$ cat config.mk
export PLATFORM = sky130hd
export DESIGN_NAME = hc165_scan_ctrl_flat
export DESIGN_NICKNAME = d
export VERILOG_FILES = /design/src/rtl/hc165_scan_pkg.sv /design/src/rtl/hc165_scan_ctrl_if.sv /design/src/rtl/hc165_capture.sv /design/src/rtl/hc165_scan_ctrl.sv /design/src/flat_wrapper.sv
export SDC_FILE = /design/constraint.sdc
export NUM_CORES = 1
export LEC_CHECK = 0
export ABC_AREA = 1
export ABC_CLOCK_PERIOD_IN_PS = 2730
export CAP_MARGIN = 5
export CORE_MARGIN = 2
export CORE_UTILIZATION = 50
export DETAILED_ROUTE_END_ITERATION = 12
export PLACE_DENSITY = 0.78
export RECOVER_POWER = 50
export REMOVE_ABC_BUFFERS = 1
export SLEW_MARGIN = 20
export SYNTH_ARGS = -nofsm -noshare
export SYNTH_HDL_FRONTEND = slang
export SYNTH_HIERARCHICAL = 1
export SYNTH_SLANG_ARGS = --single-unit
export TNS_END_PERCENT = 30
$ cat constraint.sdc
create_clock -name clk -period 2.73 [get_ports clk]
set_input_delay 0.546 -clock clk [delete_from_list [all_inputs] [get_ports clk]]
set_output_delay 0.546 -clock clk [all_outputs]
set_load 0.005 [all_outputs]
$ cat src/rtl/hc165_scan_pkg.sv
// Shared types for the HC165 chain scanner: FSM state encoding, chain pin
// encodings per state, and the counter width helper.
package hc165_scan_pkg;

    typedef enum logic [1:0] {
        ST_IDLE  = 2'd0,
        ST_LOAD  = 2'd1,
        ST_SHIFT = 2'd2
    } scan_state_e;

    typedef struct packed {
        logic shift_load;
        logic clock_in_hibit;
    } pins_t;

    // shift_load: 0 = parallel load; clock_in_hibit: 1 = hold
    localparam pins_t PINS_IDLE  = '{shift_load: 1'b1, clock_in_hibit: 1'b1};
    localparam pins_t PINS_LOAD  = '{shift_load: 1'b0, clock_in_hibit: 1'b0};
    localparam pins_t PINS_SHIFT = '{shift_load: 1'b1, clock_in_hibit: 1'b0};

    function automatic int cnt_width(input int n);
        return (n <= 2) ? 1 : $clog2(n);
    endfunction

endpackage

$ cat src/rtl/hc165_scan_ctrl_if.sv
// Host-side handshake of the HC165 scanner: scan request, auto enable and
// the busy/done/data result. 'changed' exists only with HC165_SCAN_CHANGE_EN.
interface hc165_scan_ctrl_if #(
    parameter int W = 8
);
    logic         start;
    logic         auto_en;
    logic         busy;
    logic         done;
    logic [W-1:0] data_out;
`ifdef HC165_SCAN_CHANGE_EN
    logic         changed;

    modport master (output start, output auto_en,
                    input busy, input done, input data_out, input changed);
    modport slave  (input start, input auto_en,
                    output busy, output done, output data_out, output changed);
`else
    modport master (output start, output auto_en,
                    input busy, input done, input data_out);
    modport slave  (input start, input auto_en,
                    output busy, output done, output data_out);
`endif
endinterface

$ cat src/rtl/hc165_capture.sv
// Serial-in capture register for the HC165 scanner. The last bit of a scan is
// merged straight into the output word on commit (optional HC165_SCAN_CHANGE_EN).
module hc165_capture #(
    parameter int W = 8
) (
    input  logic         clk,
    input  logic         rst,
    input  logic         clr,
    input  logic         shift_en,
    input  logic         commit,
    input  logic         serial_in,
    output logic [W-1:0] data
`ifdef HC165_SCAN_CHANGE_EN
    ,
    output logic         changed
`endif
);

    // Only W-1 bits need storage: the final bit arrives on the commit edge.
    logic [W-2:0] shift_reg;
    logic [W-2:0] shift_next;
    logic [W-1:0] word_next;
    logic [W-1:0] data_reg;

    assign shift_next[0] = serial_in;
    generate
        for (genvar gi = 1; gi < W - 1; gi++) begin : g_shift
            assign shift_next[gi] = shift_reg[gi-1];
        end
    endgenerate

    assign word_next = {shift_reg, serial_in};
    assign data      = data_reg;

    always_ff @(posedge clk) begin
        if (rst) begin
            shift_reg <= '0;
            data_reg  <= '0;
        end else begin
            if (clr) begin
                shift_reg <= '0;
            end else if (shift_en) begin
                shift_reg <= shift_next;
            end
            if (commit) begin
                data_reg <= word_next;
            end
        end
    end

`ifdef HC165_SCAN_CHANGE_EN
    logic changed_reg;

    always_ff @(posedge clk) begin
        if (rst) begin
            changed_reg <= 1'b0;
        end else begin
            changed_reg <= commit && (word_next != data_reg);
        end
    end

    assign changed = changed_reg;
`endif

endmodule

$ cat src/rtl/hc165_scan_ctrl.sv
// Sequencer for a chain of HC165 PISO registers: load, shift W bits, publish
// the word with a done pulse. Define HC165_SCAN_CHANGE_EN for the 'changed' flag.
module hc165_scan_ctrl
    import hc165_scan_pkg::*;
#(
    parameter int NUM_DEV    = 1,
    parameter int GAP_CYCLES = 16
) (
    input  logic                clk,
    input  logic                rst,
    hc165_scan_ctrl_if.slave    host,
    input  logic                qh,
    output logic                shift_load,
    output logic                clock_in_hibit
);

    localparam int W     = 8 * NUM_DEV;
    localparam int BIT_W = cnt_width(W);

    localparam logic [1:0] IDLE  = 2'(ST_IDLE);
    localparam logic [1:0] LOAD  = 2'(ST_LOAD);
    localparam logic [1:0] SHIFT = 2'(ST_SHIFT);

    logic [1:0]       state_reg, state_next;
    logic [BIT_W-1:0] bit_cnt_reg;
    logic [16:0]      gap_cnt_reg;
    logic [16:0]      gap_inc;
    logic             done_reg;
    logic             auto_fire;
    logic             last_bit;
    logic [W-1:0]     cap_data;
    pins_t            pins;

    // gap_inc counts the current idle cycle, so GAP_CYCLES idle cycles pass
    // between done and the next auto load (zero gives continuous scanning).
    assign gap_inc   = gap_cnt_reg + 17'd1;
    assign auto_fire = host.auto_en && (state_reg == IDLE) && (gap_inc >= 17'(GAP_CYCLES));
    assign last_bit  = (state_reg == SHIFT) && (bit_cnt_reg == BIT_W'(W - 1));

    always_comb begin
        state_next = state_reg;
        case (state_reg)
            IDLE:    if (host.start || auto_fire) state_next = LOAD;
            LOAD:    state_next = SHIFT;
            SHIFT:   if (last_bit) state_next = IDLE;
            default: state_next = IDLE;
        endcase
    end

    always_comb begin
        case (state_reg)
            LOAD:    pins = PINS_LOAD;
            SHIFT:   pins = PINS_SHIFT;
            default: pins = PINS_IDLE;
        endcase
    end

    always_ff @(posedge clk) begin
        if (rst) begin
            state_reg   <= IDLE;
            bit_cnt_reg <= '0;
            gap_cnt_reg <= '0;
            done_reg    <= 1'b0;
        end else begin
            state_reg <= state_next;
            done_reg  <= last_bit;

            if (state_reg == SHIFT && !last_bit) begin
                bit_cnt_reg <= bit_cnt_reg + 1'b1;
            end else begin
                bit_cnt_reg <= '0;
            end

            if (!host.auto_en || last_bit) begin
                gap_cnt_reg <= '0;
            end else if (state_reg == IDLE && state_next == IDLE) begin
                gap_cnt_reg <= gap_inc;
            end
        end
    end

    hc165_capture #(
        .W(W)
    ) u_capture (
        .clk       (clk),
        .rst       (rst),
        .clr       (state_reg == LOAD),
        .shift_en  (state_reg == SHIFT),
        .commit    (last_bit),
        .serial_in (qh),
        .data      (cap_data)
`ifdef HC165_SCAN_CHANGE_EN
        ,
        .changed   (host.changed)
`endif
    );

    assign shift_load     = pins.shift_load;
    assign clock_in_hibit = pins.clock_in_hibit;
    assign host.busy      = (state_reg == LOAD) || (state_reg == SHIFT);
    assign host.done      = done_reg;
    assign host.data_out  = cap_data;

endmodule

$ cat src/flat_wrapper.sv
// flat-port wrapper written by rule: the top's interface ports become plain ports
module hc165_scan_ctrl_flat import hc165_scan_pkg::*;
#(
    parameter int NUM_DEV    = 1,
    parameter int GAP_CYCLES = 16
)
  (clk, rst, qh, shift_load, clock_in_hibit, host_start, host_auto_en, host_busy, host_done, host_data_out);
  hc165_scan_ctrl_if #(.W(8)) host_i ();
  input  logic clk;
  input  logic rst;
  input  logic qh;
  output logic shift_load;
  output logic clock_in_hibit;
  input wire logic [$bits(host_i.start)-1:0] host_start;
  input wire logic [$bits(host_i.auto_en)-1:0] host_auto_en;
  output wire logic [$bits(host_i.busy)-1:0] host_busy;
  output wire logic [$bits(host_i.done)-1:0] host_done;
  output wire logic [$bits(host_i.data_out)-1:0] host_data_out;
  assign host_i.start = host_start;
  assign host_i.auto_en = host_auto_en;
  assign host_busy = host_i.busy;
  assign host_done = host_i.done;
  assign host_data_out = host_i.data_out;
  hc165_scan_ctrl #(.NUM_DEV(NUM_DEV), .GAP_CYCLES(GAP_CYCLES)) u_core (.clk(clk), .rst(rst), .host(host_i), .qh(qh), .shift_load(shift_load), .clock_in_hibit(clock_in_hibit));
endmodule
==> results.sh, run 1 <==
export IMPL_syn_avg_cell_area_um2=6.53
export IMPL_cp_num_cells=18
export IMPL_synthTopCellsByCount="nand2_1, nor2_1, dfxtp_1, inv_1, nand3_1"
export IMPL_reg2regPathDepth=18
export IMPL_finClkSkew_ns=0.00456
export IMPL_placed_cells=381
export IMPL_cp_required_ns=2.92
export IMPL_core_um2=4000
export IMPL_wl_per_cell_um=10.6
export IMPL_cp_startpoint="u_core/gap_cnt_reg[0]"
export IMPL_ys_ff_latch=38
export IMPL_crit_buf_inv=0
export IMPL_ys_top_cells_by_area="dfxtp_1, nand2_1, nor2_1"
export IMPL_num_antenna_cells=0
export IMPL_cts_tree="yes"
export IMPL_cts_resized=0
export IMPL_synth_top_area_share_pct=36.4
export IMPL_start_util_pct=52.3
export IMPL_postSynth_asyncResetShare_pct=0
export IMPL_h_tree_depth=2
export IMPL_crit_type="reg2reg"
export IMPL_wl_met1_um=1910
export IMPL_power_density_nw_per_um2=889
export IMPL_drt_iter0_markers=162
export IMPL_placed_area_um2=2280
export IMPL_hold_violations=0
export IMPL_tns_ns=0
export IMPL_via_count=1897
export IMPL_cts_setup_buffers=0
export IMPL_seqCellArea_um2=761
export IMPL_die_h_um=68.7
export IMPL_wl_um=4130
export IMPL_place_gp_congestion=0.882
export IMPL_io_buffer_count=16
export IMPL_synthesis_area_um2=2090
export IMPL_clkLatencyLatePin_ns=0.29
export IMPL_worstMarginPinSlew_ns=0.417
export IMPL_top_layer_used="met4"
export IMPL_cts_inserted_buffers=5
export IMPL_rr_endpoint="u_core/gap_cnt_reg[12]"
export IMPL_grt_usage_pct=20.0
export IMPL_start_kind="flop"
export IMPL_ys_seq_area_share_pct=36.4
export IMPL_largest_reg_flops=17
export IMPL_final_cell_area_um2=2420
export IMPL_p_leak_nw=1.11
export IMPL_hold_path_class="reg2reg"
export IMPL_die_x_um=68.7
export IMPL_ios=17
export IMPL_slowest_delay_ns=0.39
export IMPL_holdCritStartpoint="u_core/bit_cnt_reg[0]"
export IMPL_fmax_mhz=427
export IMPL_cts_sinks=38
export IMPL_timing_final_max_slew_violations=0
export IMPL_grt_max_degree=25
export IMPL_path_max_fanout=24
export IMPL_syn_to_final_growth_pct=15.6
export IMPL_yosys_most_used_dff="dfxtp_1"
export IMPL_grt_antenna_before_repair=0
export IMPL_r2r_start="u_core/gap_cnt_reg[0]"
export IMPL_cp_end_kind="flop"
export IMPL_clockRootBuffer="clkbuf_8"
export IMPL_synth_warnings=6
export IMPL_cp_endpoint="u_core/gap_cnt_reg[12]"
export IMPL_cp_top_family="simple AND/OR/NAND/NOR gates"
export IMPL_drcViolationCount=0
export IMPL_drt_pass1_iterations=4
export IMPL_setup_viol_count_final=0
export IMPL_via_per_inst=4.88
export IMPL_vdd_drop_max_mv=0.612
export IMPL_drv_cap=0
export IMPL_grt_pass1_wl_um=7140
export IMPL_hpwl_um=3080
export IMPL_finalNonFillerCells=389
export IMPL_cp_slowest_cell="dfxtp_1"
export IMPL_wl_met3_um=244
export IMPL_wl_met2_um=1900
export IMPL_fp_row_count=23
export IMPL_synth_edff_count=0
export IMPL_path_cells="ha_1, nand2_2, nor2_4, nand2_2, nor2_1, nor2_1, nor2_1, nand2_1, nor2_1, nand2_1, nand2_1, nand2_1, nand2_1, nand2_2, nand2_4, nand2_4, nor2_1, nor2_1"
export IMPL_final_util_pct=60.4
export IMPL_r2r_slack_ns=0.39
export IMPL_cts_hold_buffers_added=0
export IMPL_nets=351
export IMPL_globalRoute_totalOverflow=0
export IMPL_fillers=381
export IMPL_path_clk_slew_ns=0.08
export IMPL_power_total_mw=2.15
export IMPL_multi_input_area_um2=1150
export IMPL_yosys_area_top_type="dfxtp_1"
export IMPL_synth_most_common_cell="nand2_1"
export IMPL_arrival_ns=2.53
export IMPL_drive_gt1_share_pct=7.96
export IMPL_period_minus_slack_ns=2.34
export IMPL_clockBufferDepth=2
export IMPL_rsz0062_at_grt="false"
export IMPL_status="complete, no violations"
export IMPL_fin_crit_sh_pct=85.8
export IMPL_die_area_um2=4710
export IMPL_maxSlewHeadroom_pct=72.2
export IMPL_synthDistinctLibCells=24
export IMPL_crit_top_cell="nor2_1"
export IMPL_grt_pass1_vias=1731
export IMPL_final_antenna_net_count=0
export IMPL_synthesis_instances=320
==> power by group <==
part | switching (mW) | internal (mW) | total [mW] | leakage, nW
clock network | 0.199 | 0.366 | 0.565 | 0.0683
logic | 0.520 | 0.324 | 0.843 | 0.730
registers | 0.0971 | 0.642 | 0.739 | 0.308
total | 0.816 | 1.33 | 2.15 | 1.11
==> per-layer routing <==
| layer | global-route usage, % | vias up |
|---|---|---|
| met5 | 0 | - |
| met4 | 8.50 | 0 |
| met3 | 4.55 | 9 |
| met2 | 34.5 | 37 |
| met1 | 23.7 | 828 |
| li1 | - | 1023 |
==> through the flow <==
step | setup WS [ns] | hold slack, ns
after CTS | 0.387 | 0.425
after global placement | 0.459 | 0.413
after global routing | 0.0878 | 0.429
final | 0.387 | 0.420
after detailed placement | 0.416 | 0.414
after floorplan | 0.670 | 0.399
==> worst reg2reg max path: stages (launching register included) <==
cell and delay (ns):
dfxtp_1 0.39, ha_1 0.24, nand2_2 0.09, nor2_4 0.16
nand2_2 0.09, nor2_1 0.10, nor2_1 0.05, nor2_1 0.16
nand2_1 0.08, nor2_1 0.09, nand2_1 0.06, nand2_1 0.05
nand2_1 0.04, nand2_1 0.06, nand2_2 0.06, nand2_4 0.20
nand2_4 0.15, nor2_1 0.12, nor2_1 0.06
==> cell usage in the layout, fill, tap and decap left out, drive strengths merged <==
| cell type | Yosys | layout |
|---|---|---|
| dfxtp | 38 | 38 |
| nor2 | 85 | 85 |
| nand2 | 91 | 91 |
| xnor2 | 2 | 2 |
| o21ai | 9 | 9 |
| nor3 | 1 | 1 |
| inv | 35 | 35 |
| ha | 8 | 8 |
| nand4 | 6 | 6 |
| buf | 6 | 2 |
| nand3 | 20 | 20 |
| clkdlybuf4s50 | 0 | 7 |
| nand3b | 4 | 4 |
| dlygate4sd3 | 0 | 9 |
| o21bai | 3 | 3 |
| clkbuf | 1 | 5 |
| bufinv | 0 | 2 |
| a21oi | 11 | 11 |
| clkinv | 0 | 1 |
==> worst min path at each step <==
stage	to	slack, ns	cells past startpoint
floorplan	u_core/bit_cnt_reg[0]	0.40	1
detailed placement	u_core/bit_cnt_reg[0]	0.41	1
global placement	u_core/bit_cnt_reg[0]	0.41	1
global route	u_core/bit_cnt_reg[0]	0.43	1
CTS	u_core/bit_cnt_reg[0]	0.42	1
finish	u_core/bit_cnt_reg[0]	0.42	1
==> cell type report <==
type	count	area share, %
Clock buffer	5	2.85
Clock inverter	3	2.85
Inverter	35	5.44
Multi-Input combinational cell	240	47.5
Sequential cell	38	31.5
Tap cell	50	2.59
Timing Repair Buffer	18	7.25
==> kinds of logic after synthesis <==
group	synth area share, %
simple gates	43.4
buf+inv	8.68
flops	36.4
compound gates	5.86
fa+ha+maj	4.79
xor+xnor	0.838
Power figures use the tool's default switching activity.
==> run 2: changes to the inputs <==
--- a/config.mk
+++ b/config.mk
@@ -8,7 +8,7 @@
 export ABC_AREA = 1
 export ABC_CLOCK_PERIOD_IN_PS = 2730
 export CAP_MARGIN = 5
-export CORE_MARGIN = 2
+export CORE_MARGIN = 1.5
 export CORE_UTILIZATION = 50
 export DETAILED_ROUTE_END_ITERATION = 12
 export PLACE_DENSITY = 0.78
==> run 2 against run 1 <==
Effect of this change: maximum frequency decreased by 1.1%; largest cell class unchanged; hold slack improved by 0.0063 ns; critical path depth unchanged; utilization decreased by 0.97 points.
==> results.sh, run 2 (synthesis results as in run 1) <==
export IMPL_hold_violations=0
export IMPL_cts_inserted_buffers=5
export IMPL_largest_reg_flops=17
export IMPL_layout_common_cells="nand2_1, nor2_1, dfxtp_1, inv_1, nand3_1"
export IMPL_fp_row_count=23
export IMPL_clkLatencyLatePin_ns=0.29
export IMPL_cp_end_kind="flop"
export IMPL_drt_pass1_iterations=4
export IMPL_crit_buf_inv=0
export IMPL_post_place_ws_ns=0.411
export IMPL_start_util_pct=52.3
export IMPL_h_tree_depth=2
export IMPL_arrival_ns=2.56
export IMPL_num_antenna_cells=0
export IMPL_cts_tree="yes"
export IMPL_period_minus_slack_ns=2.37
export IMPL_layout_commonest_cell="nand2_1"
export IMPL_hpwl_um=3160
export IMPL_nets=351
export IMPL_timing_final_max_slew_violations=0
export IMPL_cp_slowest_cell="dfxtp_1"
export IMPL_path_cells="ha_1, nand2_2, nor2_4, nand2_2, nor2_1, nor2_1, nor2_1, nand2_1, nor2_1, nand2_1, nand2_1, nand2_1, nand2_1, nand2_2, nand2_4, nand2_4, nor2_1, nor2_1"
export IMPL_vdd_drop_max_mv=0.743
export IMPL_die_x_um=67.7
export IMPL_start_kind="flop"
export IMPL_setup_viol_count_final=0
export IMPL_grt_usage_pct=21.0
export IMPL_cts_resized=0
export IMPL_final_util_pct=59.4
export IMPL_status="complete, no violations"
export IMPL_io_buffer_count=16
export IMPL_fmax_mhz=422
export IMPL_power_density_nw_per_um2=838
export IMPL_path_clk_slew_ns=0.08
export IMPL_hold_path_class="reg2reg"
export IMPL_path_max_fanout=24
export IMPL_cts_hold_buffers_added=0
export IMPL_grt_max_degree=25
export IMPL_globalRoute_totalOverflow=0
export IMPL_grt_pass1_vias=1702
export IMPL_p_leak_nw=1.09
export IMPL_cp_top_family="simple AND/OR/NAND/NOR gates"
export IMPL_cts_setup_buffers=0
export IMPL_slowest_delay_ns=0.40
export IMPL_via_count=1922
export IMPL_drcViolationCount=0
export IMPL_place_gp_congestion=0.899
export IMPL_ios=17
export IMPL_fin_crit_sh_pct=86.8
export IMPL_drive_gt1_share_pct=7.96
export IMPL_wl_per_cell_um=10.8
export IMPL_tns_ns=0
export IMPL_clockBufferDepth=2
export IMPL_rsz0062_at_grt="false"
export IMPL_via_per_inst=4.94
export IMPL_worstMarginPinSlew_ns=0.414
export IMPL_die_area_um2=4580
export IMPL_power_total_mw=1.99
export IMPL_cts_sinks=38
export IMPL_crit_type="reg2reg"
export IMPL_maxSlewHeadroom_pct=72.4
export IMPL_wl_um=4200
export IMPL_syn_to_final_growth_pct=13.7
export IMPL_grt_pass1_wl_um=7180
export IMPL_cp_required_ns=2.92
export IMPL_setup_ws_ns=0.361
export IMPL_clockRootBuffer="clkbuf_8"
export IMPL_die_h_um=67.7
export IMPL_drv_cap=0
export IMPL_core_um2=4000
export IMPL_finClkSkew_ns=0.00594
export IMPL_grt_antenna_before_repair=0
export IMPL_drt_iter0_markers=145
export IMPL_crit_top_cell="nor2_1"
export IMPL_final_antenna_net_count=0
==> run 2: cell count changes in the layout (fill, tap and decap cells not counted) <==
cell,before,now
inv_6,0,1
bufinv_16,2,0
clkinv_4,1,0
clkbuf_8,5,6
clkinvlp_4,0,1
==> run 2: worst paths after layout <==
path	startpoint	to	slack, ns	cells past startpoint
max	u_core/gap_cnt_reg[0]	u_core/gap_cnt_reg[13]	0.36	18
min	u_core/bit_cnt_reg[0]	u_core/bit_cnt_reg[0]	0.43	1
max reg2reg	u_core/gap_cnt_reg[0]	u_core/gap_cnt_reg[13]	0.36	18
min reg2reg	u_core/bit_cnt_reg[0]	u_core/bit_cnt_reg[0]	0.43	1
==> run 2: worst reg2reg max path: stages (launching register included) <==
cell and delay [ns]:
dfxtp_1 0.40, ha_1 0.23, nand2_2 0.08, nor2_4 0.16, nand2_2 0.09, nor2_1 0.12
nor2_1 0.05, nor2_1 0.15, nand2_1 0.07, nor2_1 0.09, nand2_1 0.06, nand2_1 0.05
nand2_1 0.05, nand2_1 0.06, nand2_2 0.06, nand2_4 0.20, nand2_4 0.16, nor2_1 0.14
nor2_1 0.06
==> run 2: area by class of cell <==
cell class | instances | area [um^2]
Fill cell | 370 | 1620
Multi-Input combinational cell | 240 | 1150
Sequential cell | 38 | 761
Timing Repair Buffer | 18 | 175
Inverter | 35 | 131
Clock buffer | 6 | 82.6
Tap cell | 50 | 62.6
Clock inverter | 2 | 16.3
==> run 2: power breakdown <==
group	total (mW)	switching, mW	internal, mW	leakage [nW]
combinational	0.838	0.515	0.323	0.730
clock	0.412	0.205	0.208	0.0478
sequential	0.741	0.0993	0.642	0.308
==> run 2: layer usage <==
layer	vias up	track usage (%)	part of all wire [%]
met5	-	0	0
met4	0	8.42	1.4
met3	6	4.50	5.1
met2	35	35.7	47
met1	855	25.7	46
li1	1026	-	-
==> run 2: per-stage QoR <==
stage	cells	cell area (um^2)	hold slack (ns)
floorplan	313	2040	0.399
global placement	381	2280	0.413
detailed placement	381	2280	0.421
CTS	389	2380	0.432
global route	389	2380	0.451
finish	389	2380	0.427
==> run 3: changes to the inputs <==
--- a/config.mk
+++ b/config.mk
@@ -10,6 +10,7 @@
 export CAP_MARGIN = 5
 export CORE_MARGIN = 1.5
 export CORE_UTILIZATION = 50
+export CTS_CLUSTER_SIZE = 10
 export DETAILED_ROUTE_END_ITERATION = 12
 export PLACE_DENSITY = 0.78
 export RECOVER_POWER = 50
==> results of run 3 <==
No change in the layout: final DEF, timing and power equal those of run 2.
